[config.mk]
export PLATFORM = sky130hd
export DESIGN_NAME = au_mult_seq
export DESIGN_NICKNAME = d
export VERILOG_FILES = /design/src/rtl/au_mult_seq.sv
export SDC_FILE = /design/constraint.sdc
export NUM_CORES = 1
export LEC_CHECK = 0
export BUFFER_PORTS_ARGS = -buffer_cell sky130_fd_sc_hd__buf_2
export CORE_ASPECT_RATIO = 1.2
export CORE_MARGIN = 3
export CORE_UTILIZATION = 53
export CTS_BUF_LIST = sky130_fd_sc_hd__clkbuf_4 sky130_fd_sc_hd__clkbuf_8 sky130_fd_sc_hd__clkbuf_16
export CTS_CLUSTER_DIAMETER = 100
export DETAILED_ROUTE_END_ITERATION = 8
export GPL_TIMING_DRIVEN = 0
export PLACE_DENSITY = 0.76
export SLEW_MARGIN = 20
export SYNTH_ARGS = -nofsm -noshare
export SYNTH_HDL_FRONTEND = slang
export SYNTH_SLANG_ARGS = --single-unit
[constraint.sdc]
create_clock -name clk -period 2.3 [get_ports clk]
set_input_delay 0.46 -clock clk [delete_from_list [all_inputs] [get_ports clk]]
set_output_delay 0.46 -clock clk [all_outputs]
set_load 0.03 [all_outputs]
[src/rtl/au_mult_seq.sv]
// Sequential unsigned shift-and-add multiplier: one ripple adder is reused over
// WIDTH iterations to build a 2*WIDTH-bit product behind a start/busy/done handshake.

module adder_4bit #(
    parameter int WIDTH = 4
) (
    input  logic [WIDTH-1:0] a,
    input  logic [WIDTH-1:0] b,
    input  logic             cin,
    output logic [WIDTH-1:0] sum,
    output logic             cout
);
    logic [WIDTH:0] carry;

    assign carry[0] = cin;

    genvar gi;
    generate
        for (gi = 0; gi < WIDTH; gi++) begin : g_rca
            assign sum[gi]       = a[gi] ^ b[gi] ^ carry[gi];
            assign carry[gi + 1] = (a[gi] & b[gi]) | (carry[gi] & (a[gi] ^ b[gi]));
        end
    endgenerate

    assign cout = carry[WIDTH];
endmodule

module au_mult_seq #(
    parameter int WIDTH = 4
) (
    input  logic                 clk,
    input  logic                 rst_n,
    input  logic                 start,
    input  logic [WIDTH-1:0]     a,
    input  logic [WIDTH-1:0]     b,
    output logic                 busy,
    output logic                 done,
    output logic [2*WIDTH-1:0]   product
);
    localparam int CNT_W = $clog2(WIDTH);

    typedef enum logic [1:0] {
        IDLE = 2'd0,
        RUN  = 2'd1,
        DONE = 2'd2
    } state_t;

    state_t state_reg, state_next;

    logic [WIDTH-1:0]   m_reg, acc_reg, q_reg;
    logic [CNT_W-1:0]   cnt_reg;
    logic [2*WIDTH-1:0] product_reg;

    logic [WIDTH-1:0]   add_sum;
    logic               add_cout;
    logic [WIDTH:0]     step;
    logic [WIDTH-1:0]   acc_next, q_next;
    logic               last_iter;

    adder_4bit #(.WIDTH(WIDTH)) u_adder (
        .a    (acc_reg),
        .b    (m_reg),
        .cin  (1'b0),
        .sum  (add_sum),
        .cout (add_cout)
    );

    // The adder carry becomes the top bit shifted into ACC, so nothing is lost.
    assign step      = q_reg[0] ? {add_cout, add_sum} : {1'b0, acc_reg};
    assign acc_next  = step[WIDTH:1];
    assign q_next    = {step[0], q_reg[WIDTH-1:1]};
    assign last_iter = (cnt_reg == CNT_W'(WIDTH - 1));

    always_ff @(posedge clk or negedge rst_n) begin
        if (!rst_n) begin
            state_reg <= IDLE;
        end else begin
            state_reg <= state_next;
        end
    end

    always_comb begin
        state_next = state_reg;
        case (state_reg)
            IDLE:    if (start) state_next = RUN;
            RUN:     if (last_iter) state_next = DONE;
            DONE:    state_next = IDLE;
            default: state_next = IDLE;
        endcase
    end

    always_comb begin
        busy = 1'b0;
        done = 1'b0;
        case (state_reg)
            RUN:     busy = 1'b1;
            DONE:    done = 1'b1;
            default: ;
        endcase
    end

    always_ff @(posedge clk or negedge rst_n) begin
        if (!rst_n) begin
            m_reg       <= '0;
            acc_reg     <= '0;
            q_reg       <= '0;
            cnt_reg     <= '0;
            product_reg <= '0;
        end else begin
            case (state_reg)
                IDLE: begin
                    if (start) begin
                        m_reg   <= a;
                        q_reg   <= b;
                        acc_reg <= '0;
                        cnt_reg <= '0;
                    end
                end
                RUN: begin
                    acc_reg <= acc_next;
                    q_reg   <= q_next;
                    cnt_reg <= cnt_reg + 1'b1;
                    // Product only changes on the final iteration; held otherwise.
                    if (last_iter) product_reg <= {acc_next, q_next};
                end
                default: ;
            endcase
        end
    end

    assign product = product_reg;
endmodule

# Word level (Yosys, flattened, before mapping)
# Index checks and enable logic that the tools add are counted.
[totals]
word_cells = 47
in_bits = 11
out_inout_bits = 10
ff_bits = 24
[classes]
n_reduce_logical = 6
muxes = 12
eq_ne = 5
n_bitwise = 17
n_addsub = 1
[op_table]
columns = ["op", "n"]
rows = [
  ["one-hot mux 4 bit (2 select lines)", 2],
  ["2-to-1 mux 4 bit", 2],
  ["one-hot mux 2 bit (2 select lines)", 2],
  ["AND reduction 2 bit", 4],
  ["bitwise AND 1 bit", 7],
  ["XOR 1 bit", 7],
  ["2-to-1 mux 2 bit", 3],
  ["2-to-1 mux 5 bit", 1],
  ["== test 2 bit (second input constant)", 2],
  ["inequality test 2 bit (second input constant)", 2],
  ["OR 1 bit", 3],
  ["adder 2 x 1 -> 2 bit (second input constant)", 1],
  ["== test 2 x 1 -> 1 bit (second input constant)", 1],
  ["zero test 2 bit", 1],
  ["2-to-1 mux 1 bit", 2],
  ["nonzero test 2 bit", 1],
]

# Longest topological paths before layout
# Gate-level depths: netlist of the first run.
[logic_depth]
depth_word = 9
ltp_mapped = 8
depth_no_buf = 8

# Cells and area by module
# Synthesis of the first run repeated with hierarchy kept, for this count alone.
[hier_totals]
hier_cells = 103
area_unflattened_um2 = 1181.1
[modules_own_cells]
columns = ["module", "area_per_inst_um2", "cells_per_inst", "n_inst", "seq_area_each_um2"]
rows = [
  ["au_mult_seq", 1063.5, 89, 1, 600.6],
  ["adder_4bit", 117.6, 14, 1, 0.0],
]

# Worst setup path after synthesis of the first run
# Ideal clock, no wire load.
[synth_path]
kind = "reg-to-reg"
startpoint = "register acc_reg[0]"
endpoint = "register product_reg[6] (netlist: product[6])"
period_less_slack_ns = 2.060
path_buffers = 0
required_ns = 2.172
arrival_ns = 1.932
slack_ns = 0.240
setup_time_ns = 0.128
path_stages_with_launch = 9
cell_sequence = "dfrtp_1 ha_1 inv_1 fa_1 fa_1 inv_1 fa_1 mux2i_1 o21ai_0"
[synth_between]
elab_chain_cells = 7
[synth_rtl]
columns = ["element", "line", "text"]
rows = [
  ["from (decl)", "50", "logic [WIDTH-1:0] m_reg, acc_reg, q_reg;"],
  ["from (signal assigned)", "120", "acc_reg <= acc_next;"],
  ["bitwise AND 1 bit (2 in series)", "21", "assign carry[gi + 1] = (a[gi] & b[gi]) | (carry[gi] & (a[gi] ^ b[gi]));"],
  ["OR 1 bit", "21", ""],
  ["bitwise AND 1 bit", "21", ""],
  ["OR 1 bit", "21", ""],
  ["XOR 1 bit", "20", "assign sum[gi] = a[gi] ^ b[gi] ^ carry[gi];"],
  ["2-to-1 mux 5 bit", "69", "assign step = q_reg[0] ? {add_cout, add_sum} : {1'b0, acc_reg};"],
  ["to (signal assigned)", "124", "if (last_iter) product_reg <= {acc_next, q_next};"],
  ["to (decl)", "52", "logic [2*WIDTH-1:0] product_reg;"],
]
# No other way between the ends.
# A chain may end at the register's enable or synchronous reset.

# Worst setup path in the final report of the first run
[layout_path]
startpoint = "register acc_reg[0]"
endpoint = "register acc_reg[2]"
[layout_between]
elab_chain_cells = 8
[layout_rtl]
columns = ["element", "line", "text"]
rows = [
  ["bitwise AND 1 bit (2 in series)", "21", ""],
  ["OR 1 bit", "21", ""],
  ["bitwise AND 1 bit", "21", ""],
  ["OR 1 bit", "21", ""],
  ["XOR 1 bit", "20", ""],
  ["2-to-1 mux 5 bit", "69", ""],
  ["one-hot mux 4 bit (2 select lines)", "110", "case (state_reg)"],
]
# No other way between the ends.

==> results of run 1 <==
-- cell usage in the layout, fill, tap and decap left out --
cell and count:
sky130_fd_sc_hd__inv_2 1, sky130_fd_sc_hd__ha_1 2, sky130_fd_sc_hd__clkbuf_4 3, sky130_fd_sc_hd__mux2_2 10, sky130_fd_sc_hd__buf_6 3, sky130_fd_sc_hd__a22o_1 1, sky130_fd_sc_hd__mux2_4 1, sky130_fd_sc_hd__a21oi_1 2
sky130_fd_sc_hd__nor2b_1 3, sky130_fd_sc_hd__o21bai_2 1, sky130_fd_sc_hd__o21ai_1 1, sky130_fd_sc_hd__dfrtp_1 24, sky130_fd_sc_hd__nor2b_4 1, sky130_fd_sc_hd__mux2i_1 1, sky130_fd_sc_hd__nand2_1 12, sky130_fd_sc_hd__o21ba_2 1
sky130_fd_sc_hd__nand2b_4 1, sky130_fd_sc_hd__mux2i_2 1, sky130_fd_sc_hd__inv_1 7, sky130_fd_sc_hd__buf_4 1, sky130_fd_sc_hd__and2b_1 2, sky130_fd_sc_hd__a22oi_1 3, sky130_fd_sc_hd__buf_2 20, sky130_fd_sc_hd__bufinv_16 1
sky130_fd_sc_hd__nand3b_4 1, sky130_fd_sc_hd__fa_1 3, sky130_fd_sc_hd__o21ai_0 12, sky130_fd_sc_hd__nor2b_2 1
-- cell type report --
class | instances | area, µm²
Timing Repair Buffer | 21 | 108
Fill cell | 161 | 598
Inverter | 8 | 30.0
Multi-Input combinational cell | 60 | 499
Clock buffer | 3 | 22.5
Buffer | 3 | 33.8
Clock inverter | 1 | 30.0
Tap cell | 28 | 35.0
Sequential cell | 24 | 601
-- where the power goes --
group	total, mW	leakage (nW)	internal [mW]	switching, mW
Clock	0.304	0.0279	0.176	0.128
Combinational	0.873	0.347	0.391	0.483
Sequential	0.701	0.305	0.594	0.107
-- cells by family after synthesis --
| family | synth area share (%) |
|---|---|
| flip-flops | 51.8 |
| AO/OA/AOI/OAI | 11.0 |
| AND/OR/NAND/NOR | 11.6 |
| multiplexers | 12.7 |
| buffers and inverters | 5.50 |
| adder cells (fa/ha/maj) | 7.34 |
-- path summary, 6_finish.rpt --
| kind | startpoint | to | slack [ns] |
|---|---|---|---|
| setup / recovery | acc_reg[0]$_DFFE_PN0P_ | acc_reg[2]$_DFFE_PN0P_ | 0.09 |
| hold / removal | rst_n | state_reg[0]$_DFFE_PN0P_ | 0.09 |
| setup reg to reg | acc_reg[0]$_DFFE_PN0P_ | acc_reg[2]$_DFFE_PN0P_ | 0.09 |
| hold reg to reg | product[5]$_DFFE_PN0P_ | product[5]$_DFFE_PN0P_ | 0.49 |
| max in group asynchronous | rst_n | product[2]$_DFFE_PN0P_ | 1.85 |
| min in group clk | a[2] | m_reg[2]$_DFFE_PN0P_ | 0.36 |
-- metal layers --
layer | share of wire, % | up-vias | routed length, µm | GRT usage, %
met5 | 0 | - | 0 | 0
met4 | 2.0 | 0 | 39 | 8.54
met3 | 3.5 | 5 | 67 | 2.87
met2 | 49 | 16 | 944 | 28.2
met1 | 45 | 372 | 865 | 18.9
li1 | - | 369 | - | -
-- timing repair --
item,in CTS,in global routing
setup endpoints to repair,0,2
setup buffers,0,1
endpoints found under the hold margin,0,0
resized for setup,0,2
-- worst max-delay path: stages, from the launching register on --
cell                      delay (ns)
sky130_fd_sc_hd__dfrtp_1        0.38
sky130_fd_sc_hd__ha_1           0.14
sky130_fd_sc_hd__inv_1          0.05
sky130_fd_sc_hd__fa_1           0.37
sky130_fd_sc_hd__fa_1           0.36
sky130_fd_sc_hd__inv_1          0.07
sky130_fd_sc_hd__fa_1           0.42
sky130_fd_sc_hd__mux2i_2        0.21
sky130_fd_sc_hd__o21ai_0        0.11
==> reports/qor.txt, run 1 <==
Overflow after GRT = 0
final standard cell utilization of the core = 69.4%
Post-Layout Cell Count = 148
Largest register FFs = 8
count of inserted antenna diode cells = 0
area added between synthesis and finish = 17.2%
count of hold buffers inserted by post-cts repair = 0
final-report hold violation count = 0
worst setup timing slack at the placement stage = 0.0653 ns
total number of clock tree sinks = 24
via count of the first global-routing pass = 777
number of enable flip-flop cells after synthesis = 0
number of violations of the max-capacitance limit = 0
measured slew at the worst slew-check pin = 0.527 ns
number of design rule violations left after detail routing = 0
total number of vias = 762
DIE WIDTH = 48.7 µm
synthesized area per cell = 12.2 µm²
H-tree depth = 1
Final Net Count = 137
area of the mapped netlist = 1160 µm²
cell depth of the worst flop-to-flop path = 8
relative max-transition margin = 64.9%
final worst clock skew = 0.00355 ns
Lkg Pwr = 0.680 nW
source-to-sink clock delay at the later pin of the worst-skew pair = 0.32 ns
peak ir drop on the vdd network = 0.813 mV
standard cell area after detailed placement = 1290 µm²
leading cell types by total area after synthesis = sky130_fd_sc_hd__dfrtp_1, sky130_fd_sc_hd__mux2_2, sky130_fd_sc_hd__o21ai_0, sky130_fd_sc_hd__fa_1, sky130_fd_sc_hd__nand2_1
number of DRC violations after detailed-routing iteration 0 = 11
HPWL after DPL = 1420 µm
peak fanout along the critical path = 2
CP startpoint kind = flip-flop
Power, Total = 1.88 mW
maximum root-to-sink buffer count = 2
GRT Resource Usage Total = 16.1%
routed length per instance = 13.0 µm
most used standard cells in the synthesized netlist = sky130_fd_sc_hd__dfrtp_1, sky130_fd_sc_hd__o21ai_0, sky130_fd_sc_hd__nand2_1
required time at the worst-slack endpoint = 2.51 ns
I/O pins = 21
power per standard cell area = 1380 nW/µm²
Post-synth top flop = sky130_fd_sc_hd__dfrtp_1
number of buffers created by CTS = 3
Max Transition Viols Final = 0
minimum clock period after layout = 2.21 ns
kind of end point of the critical path = flip-flop
pin count of the biggest net entering global routing = 25
Synthesis Warnings = 0
CTS tree = built
area leader, netlist = sky130_fd_sc_hd__dfrtp_1
Async SR Flop Fraction = 100%
routed vias/inst = 5.15
global-route wire length before repair = 3460 µm
Routed WL = 1920 µm
Port Buffers = 20
hold slack = 0.0916 ns
gp weighted congestion = 0.691
status = finished, final reports clean
Sum Neg Setup Slack = 0 ns
number of distinct standard cells referenced by the synthesized netlist = 22
most frequently used cell type in the post-synthesis netlist = sky130_fd_sc_hd__dfrtp_1
post-synthesis cell count = 95
root cell of the clock tree = sky130_fd_sc_hd__clkbuf_4
DIE HEIGHT = 57.2 µm
fraction of final layout cells with drive strength greater than 1 = 39.2%
post-route fraction of the period consumed by the critical path = 96.0%
type of the most critical hold path = input pin to async pin
Placeable Area = 1960 µm²
total iterations of the first detailed-routing run = 4
effective utilization at floorplan = 59.3%
die outline area = 2790 µm²
Final ANT Viol Nets = 0
sequential element share of the synthesized area = 51.8%
max frequency = 0.453 GHz
post-route cell area = 1360 µm²
Worst Path Arrival = 2.42 ns
# setup viols final = 0
initial antenna violation count = 0
clk slew on worst S/H paths = 0.13 ns
Final WS setup = 0.0917 ns
area fraction of the dominant cell type after synthesis = 51.8%
net count after synthesis = 111
setup repair after global routing missed its margin = yes
flop and latch count out of synthesis = 24
Cell Count Post-Placement = 143
Setup Crit Path Kind = flip-flop to flip-flop
Placement Rows = 17
No activity file was read; power rests on OpenSTA's default activity.
==> inputs of run 2 (changes only) <==
--- a/config.mk
+++ b/config.mk
@@ -13,6 +13,7 @@
 export CTS_CLUSTER_DIAMETER = 100
 export DETAILED_ROUTE_END_ITERATION = 8
 export GPL_TIMING_DRIVEN = 0
+export HOLD_SLACK_MARGIN = 0.12
 export PLACE_DENSITY = 0.76
 export SLEW_MARGIN = 20
 export SYNTH_ARGS = -nofsm -noshare
==> run 2 against run 1 <==
Sequential power is essentially flat. Core utilization grew 0.51 points. Non-clock buffer count grew 1. Sequential cell count is the same. Sequential share of layout area shrank 0.32 points. Fmax is the same. Combinational power is essentially flat. Largest cell class unchanged.
==> reports/qor.txt, run 2 (synthesis gave the netlist of run 1 again) <==
delay of the slowest critical-path stage = 0.42 ns
measured slew at the worst slew-check pin = 0.529 ns
area added between synthesis and finish = 18.0%
total number of vias = 766
ordered list of cells on the worst path = ha_1, inv_1, fa_1, fa_1, inv_1, fa_1, mux2i_2, o21ai_0
number of violations of the max-capacitance limit = 0
root cell of the clock tree = sky130_fd_sc_hd__clkbuf_4
gp weighted congestion = 0.691
die outline area = 2790 µm²
number of design rule violations left after detail routing = 0
Final ANT Viol Nets = 0
I/O pins = 21
clk slew on worst S/H paths = 0.13 ns
status = finished, final reports clean
routed length per instance = 12.9 µm
Sum Neg Setup Slack = 0 ns
Port Buffers = 20
effective utilization at floorplan = 59.3%
Overflow after GRT = 0
routed vias/inst = 5.14
CTS tree = built
total number of clock tree sinks = 24
initial antenna violation count = 0
HPWL after DPL = 1420 µm
pin count of the biggest net entering global routing = 25
source-to-sink clock delay at the later pin of the worst-skew pair = 0.32 ns
commonest non-fill, non-tap cell in the layout = sky130_fd_sc_hd__dfrtp_1
number of DRC violations after detailed-routing iteration 0 = 11
slowest stage cell, crit path = sky130_fd_sc_hd__fa_1
fill cell count = 160
via count of the first global-routing pass = 789
GRT Resource Usage Total = 16.2%
most repeated library cell on the critical path = sky130_fd_sc_hd__fa_1
max frequency = 0.453 GHz
count of inserted antenna diode cells = 0
commonest cells after routing, fill and taps aside = sky130_fd_sc_hd__dfrtp_1, sky130_fd_sc_hd__buf_2, sky130_fd_sc_hd__nand2_1, sky130_fd_sc_hd__o21ai_0, sky130_fd_sc_hd__mux2_2
global-route wire length before repair = 3490 µm
Final Net Count = 138
fraction of final layout cells with drive strength greater than 1 = 38.8%
type of the most critical hold path = input pin to flip-flop
setup repair after global routing missed its margin = yes
number of buffers created by CTS = 3
minimum clock period after layout = 2.21 ns
Worst Path Arrival = 2.42 ns
required time at the worst-slack endpoint = 2.51 ns
peak ir drop on the vdd network = 0.813 mV
peak fanout along the critical path = 2
post-route fraction of the period consumed by the critical path = 96.0%
Routed WL = 1930 µm
DIE HEIGHT = 57.2 µm
H-tree depth = 1
Lkg Pwr = 0.684 nW
final-report hold violation count = 0
Setup Crit Path Kind = flip-flop to flip-flop
DIE WIDTH = 48.7 µm
final worst clock skew = 0.00355 ns
kind of end point of the critical path = flip-flop
final standard cell utilization of the core = 69.9%
CP startpoint kind = flip-flop
Max Transition Viols Final = 0
power per standard cell area = 1370 nW/µm²
# setup viols final = 0
relative max-transition margin = 64.7%
Placeable Area = 1960 µm²
total iterations of the first detailed-routing run = 4
maximum root-to-sink buffer count = 2
Largest register FFs = 8
Placement Rows = 17
-- run 2: final timing paths --
path	from	to	slack (ns)	cells after the start
worst max-delay path	acc_reg[0]$_DFFE_PN0P_	acc_reg[2]$_DFFE_PN0P_	0.09	8
worst min-delay path	a[2]	m_reg[2]$_DFFE_PN0P_	0.36	2
worst max register to register	acc_reg[0]$_DFFE_PN0P_	acc_reg[2]$_DFFE_PN0P_	0.09	8
worst min register to register	product[5]$_DFFE_PN0P_	product[5]$_DFFE_PN0P_	0.49	2
max in group asynchronous	rst_n	product[2]$_DFFE_PN0P_	1.31	2
min in group asynchronous	rst_n	state_reg[0]$_DFFE_PN0P_	0.63	2
-- run 2: stage by stage --
step                      area [µm²]  hold WS [ns]  std cells  power (mW)  worst slack (ns)
final                           1370         0.357        149        1.88            0.0917
after global placement          1290         0.464        143        1.54             0.121
after CTS                       1360         0.353        148        1.88            0.0442
after detailed placement        1290         0.468        143        1.57            0.0653
after global routing            1370         0.352        149        2.03          -0.00575
after floorplan                 1160         0.164         95        1.36             0.240
-- run 2: area by class of cell --
| class | instances | area (µm²) | share of cell area (%) |
|---|---|---|---|
| flip-flops and latches | 24 | 601 | 43.9 |
| multi-input cells | 60 | 499 | 36.5 |
| repair buffers | 22 | 118 | 8.59 |
| well taps | 28 | 35.0 | 2.56 |
| plain buffers | 3 | 33.8 | 2.47 |
| clock inverters | 1 | 30.0 | 2.19 |
| inverters | 8 | 30.0 | 2.19 |
| clock buffers | 3 | 22.5 | 1.65 |
-- run 2: layer usage --
| layer | vias to the layer above | share of wire (%) | wire (µm) | GRT usage (%) |
|---|---|---|---|---|
| met5 | - | 0 | 0 | 0 |
| li1 | 371 | - | - | - |
| met4 | 0 | 2.0 | 39 | 8.54 |
| met1 | 374 | 45 | 867 | 18.9 |
| met3 | 5 | 3.6 | 69 | 2.87 |
| met2 | 16 | 49 | 954 | 28.5 |
-- run 2: power by group --
| part | internal [mW] | leakage (nW) | switching, mW |
|---|---|---|---|
| logic | 0.392 | 0.351 | 0.483 |
| registers | 0.594 | 0.305 | 0.107 |
| clock network | 0.176 | 0.0279 | 0.128 |
-- run 2: timing repair --
item / CTS / global route
endpoints found under the setup margin: 0 / 2
endpoints found under the hold margin: 24 / 0
resized for setup: 0 / 2
hold buffers: 1 / 0
setup buffers: 0 / 1
-- run 2: worst max-delay path, delay by kind of cell (launching register included) --
family,cells,cell delay (ns)
compound gates,1,0.11
fa+ha+maj,4,1.29
buf+inv,2,0.12
flops,1,0.38
mux,1,0.21
==> inputs of run 3 (changes only) <==
--- a/config.mk
+++ b/config.mk
@@ -5,6 +5,7 @@
 export SDC_FILE = /design/constraint.sdc
 export NUM_CORES = 1
 export LEC_CHECK = 0
+export ABC_CLOCK_PERIOD_IN_PS = 2300
 export BUFFER_PORTS_ARGS = -buffer_cell sky130_fd_sc_hd__buf_2
 export CORE_ASPECT_RATIO = 1.2
 export CORE_MARGIN = 3
@@ -15,6 +16,7 @@
 export GPL_TIMING_DRIVEN = 0
 export HOLD_SLACK_MARGIN = 0.12
 export PLACE_DENSITY = 0.76
+export RECOVER_POWER = 25
 export SLEW_MARGIN = 20
 export SYNTH_ARGS = -nofsm -noshare
 export SYNTH_HDL_FRONTEND = slang
==> run 3 against run 2 <==
Sequential share of layout area is essentially flat. Core utilization shrank 0.064 points. Sequential cell count is the same. Hold slack is the same. Clock-buffer cell count is the same. Routed wire length shrank 0.10%. Die area is the same. Combinational power is essentially flat. Critical endpoint unchanged.
==> reports/qor.txt, run 3 (synthesis gave the netlist of run 1 again) <==
max frequency = 0.453 GHz
Lkg Pwr = 0.681 nW
final-report hold violation count = 0
proportion of power drawn by flip-flops and latches = 37.3%
Final WS setup = 0.0917 ns
slowest stage cell, crit path = sky130_fd_sc_hd__fa_1
relative max-transition margin = 15.2%
via count of the first global-routing pass = 789
Final Net Count = 138
minimum clock period after layout = 2.21 ns
type of the most critical hold path = input pin to flip-flop
peak fanout along the critical path = 2
gp weighted congestion = 0.691
Hold Crit Depth = 2
Net Sw Power = 717 µW
relative contribution of combinational cells to total power = 46.5%
delay of the slowest critical-path stage = 0.42 ns
most congested layer reported by global routing = met2
family with the most delay on the worst path = adder cells
clk slew on worst S/H paths = 0.13 ns
measured slew at the worst slew-check pin = 1.27 ns
Clock Power Share = 16.2%
Routed WL = 1930 µm
routed length per instance = 12.9 µm
required time at the worst-slack endpoint = 2.51 ns
setup repair after global routing missed its margin = yes
worst reg2reg endpoint = acc_reg[2]$_DFFE_PN0P_
total iterations of the first detailed-routing run = 4
ordered list of cells on the worst path = ha_1, inv_1, fa_1, fa_1, inv_1, fa_1, mux2i_2, o21ai_0
maximum root-to-sink buffer count = 2
source-to-sink clock delay at the later pin of the worst-skew pair = 0.32 ns
number of buffers created by CTS = 3
CP startpoint kind = flip-flop
final standard cell utilization of the core = 69.9%
DIE WIDTH = 48.7 µm
initial antenna violation count = 0
Power, Total = 1.88 mW
setup slack of the most critical reg-to-reg path = 0.09 ns
Bufs and invs on worst path = 2
Placement Rows = 17
Placeable Area = 1960 µm²
final worst clock skew = 0.00355 ns
number of violations of the max-capacitance limit = 0
Port Buffers = 20
cell depth of the worst flop-to-flop path = 8
global routing met3 resource utilization = 2.87%
power per standard cell area = 1370 nW/µm²
worst setup timing slack at the placement stage = 0.0653 ns
Int Pwr = 1.16 mW
HPWL after DPL = 1420 µm
count of inserted antenna diode cells = 0
total number of clock tree sinks = 24
area added between synthesis and finish = 17.9%
critical register-to-register path startpoint = acc_reg[0]$_DFFE_PN0P_
effective utilization at floorplan = 59.3%
DIE HEIGHT = 57.2 µm
Overflow after GRT = 0
Max Transition Viols Final = 0
met2 layer usage reported by global route = 28.5%
destination of the worst hold path = m_reg[2]$_DFFE_PN0P_
commonest non-fill, non-tap cell in the layout = sky130_fd_sc_hd__dfrtp_1
Post-Layout Cell Count = 149
Cell Count Post-Placement = 143
kind of end point of the critical path = flip-flop
GR Util met1 = 18.9%
fraction of final layout cells with drive strength greater than 1 = 38.0%
die outline area = 2790 µm²
Sum Neg Setup Slack = 0 ns
number of design rule violations left after detail routing = 0
global-route wire length before repair = 3490 µm
peak ir drop on the vdd network = 0.813 mV
root cell of the clock tree = sky130_fd_sc_hd__clkbuf_4
Largest register FFs = 8
switching part of the total = 38.2%
I/O pins = 21
Final ANT Viol Nets = 0
routed vias/inst = 5.14
# setup viols final = 0
most repeated library cell on the critical path = sky130_fd_sc_hd__fa_1
total number of vias = 766
pin count of the biggest net entering global routing = 25
CTS tree = built
post-route fraction of the period consumed by the critical path = 96.0%
number of DRC violations after detailed-routing iteration 0 = 11
Worst Path Arrival = 2.42 ns
commonest cells after routing, fill and taps aside = sky130_fd_sc_hd__dfrtp_1, sky130_fd_sc_hd__buf_2, sky130_fd_sc_hd__nand2_1, sky130_fd_sc_hd__o21ai_0, sky130_fd_sc_hd__mux2_2
H-tree depth = 1
GRT Resource Usage Total = 16.2%
status = finished, final reports clean
Setup Crit Path Kind = flip-flop to flip-flop
hold path startpoint = a[2]
## run 3: worst max-delay path by stage
stage / end / startpoint / depth (start not counted) / slack [ns]
final: acc_reg[2]$_DFFE_PN0P_ / acc_reg[0]$_DFFE_PN0P_ / 8 / 0.09
after global placement: product[6]$_DFFE_PN0P_ / acc_reg[0]$_DFFE_PN0P_ / 8 / 0.12
after floorplan: product[6]$_DFFE_PN0P_ / acc_reg[0]$_DFFE_PN0P_ / 8 / 0.24
after CTS: product[6]$_DFFE_PN0P_ / acc_reg[0]$_DFFE_PN0P_ / 8 / 0.04
after global routing: acc_reg[2]$_DFFE_PN0P_ / acc_reg[0]$_DFFE_PN0P_ / 8 / -0.006
after detailed placement: product[6]$_DFFE_PN0P_ / acc_reg[0]$_DFFE_PN0P_ / 8 / 0.07
## run 3: layer usage
metal	vias up	share of wire, %
li1	371	-
met1	374	45
met2	16	50
met3	5	3.6
met4	0	2.0
met5	-	0
## run 3: worst register-to-register path: stages (launching register included)
cell	delay, ns
sky130_fd_sc_hd__dfrtp_1	0.38
sky130_fd_sc_hd__ha_1	0.14
sky130_fd_sc_hd__inv_1	0.05
sky130_fd_sc_hd__fa_1	0.37
sky130_fd_sc_hd__fa_1	0.36
sky130_fd_sc_hd__inv_1	0.07
sky130_fd_sc_hd__fa_1	0.42
sky130_fd_sc_hd__mux2i_2	0.21
sky130_fd_sc_hd__o21ai_0	0.11
## run 3: repair_timing
action,4_1_cts,5_1_grt
hold buffers,1,0
endpoints found under the hold margin,24,0
setup buffers,0,1
endpoints found under the setup margin,0,2
resized for setup,0,2
## run 3: cell type report
cell class | count | area, µm²
plain buffers | 3 | 33.8
repair buffers | 22 | 116
well taps | 28 | 35.0
clock inverters | 1 | 30.0
inverters | 8 | 30.0
multi-input cells | 60 | 499
fillers | 161 | 589
clock buffers | 3 | 22.5
flip-flops and latches | 24 | 601
## run 3: metrics by stage
step / hold slack, ns / area, µm²
final: 0.357 / 1370
after global routing: 0.352 / 1370
after CTS: 0.353 / 1360
after detailed placement: 0.468 / 1290
after global placement: 0.464 / 1290
after floorplan: 0.164 / 1160
## run 3: power groups by stage
stage,registers (mW),logic (mW),clock network (mW)
after global routing,0.728,0.972,0.330
after floorplan,0.798,0.558,0
final,0.701,0.874,0.304
after CTS,0.702,0.866,0.313
after global placement,0.703,0.839,0
after detailed placement,0.713,0.859,0
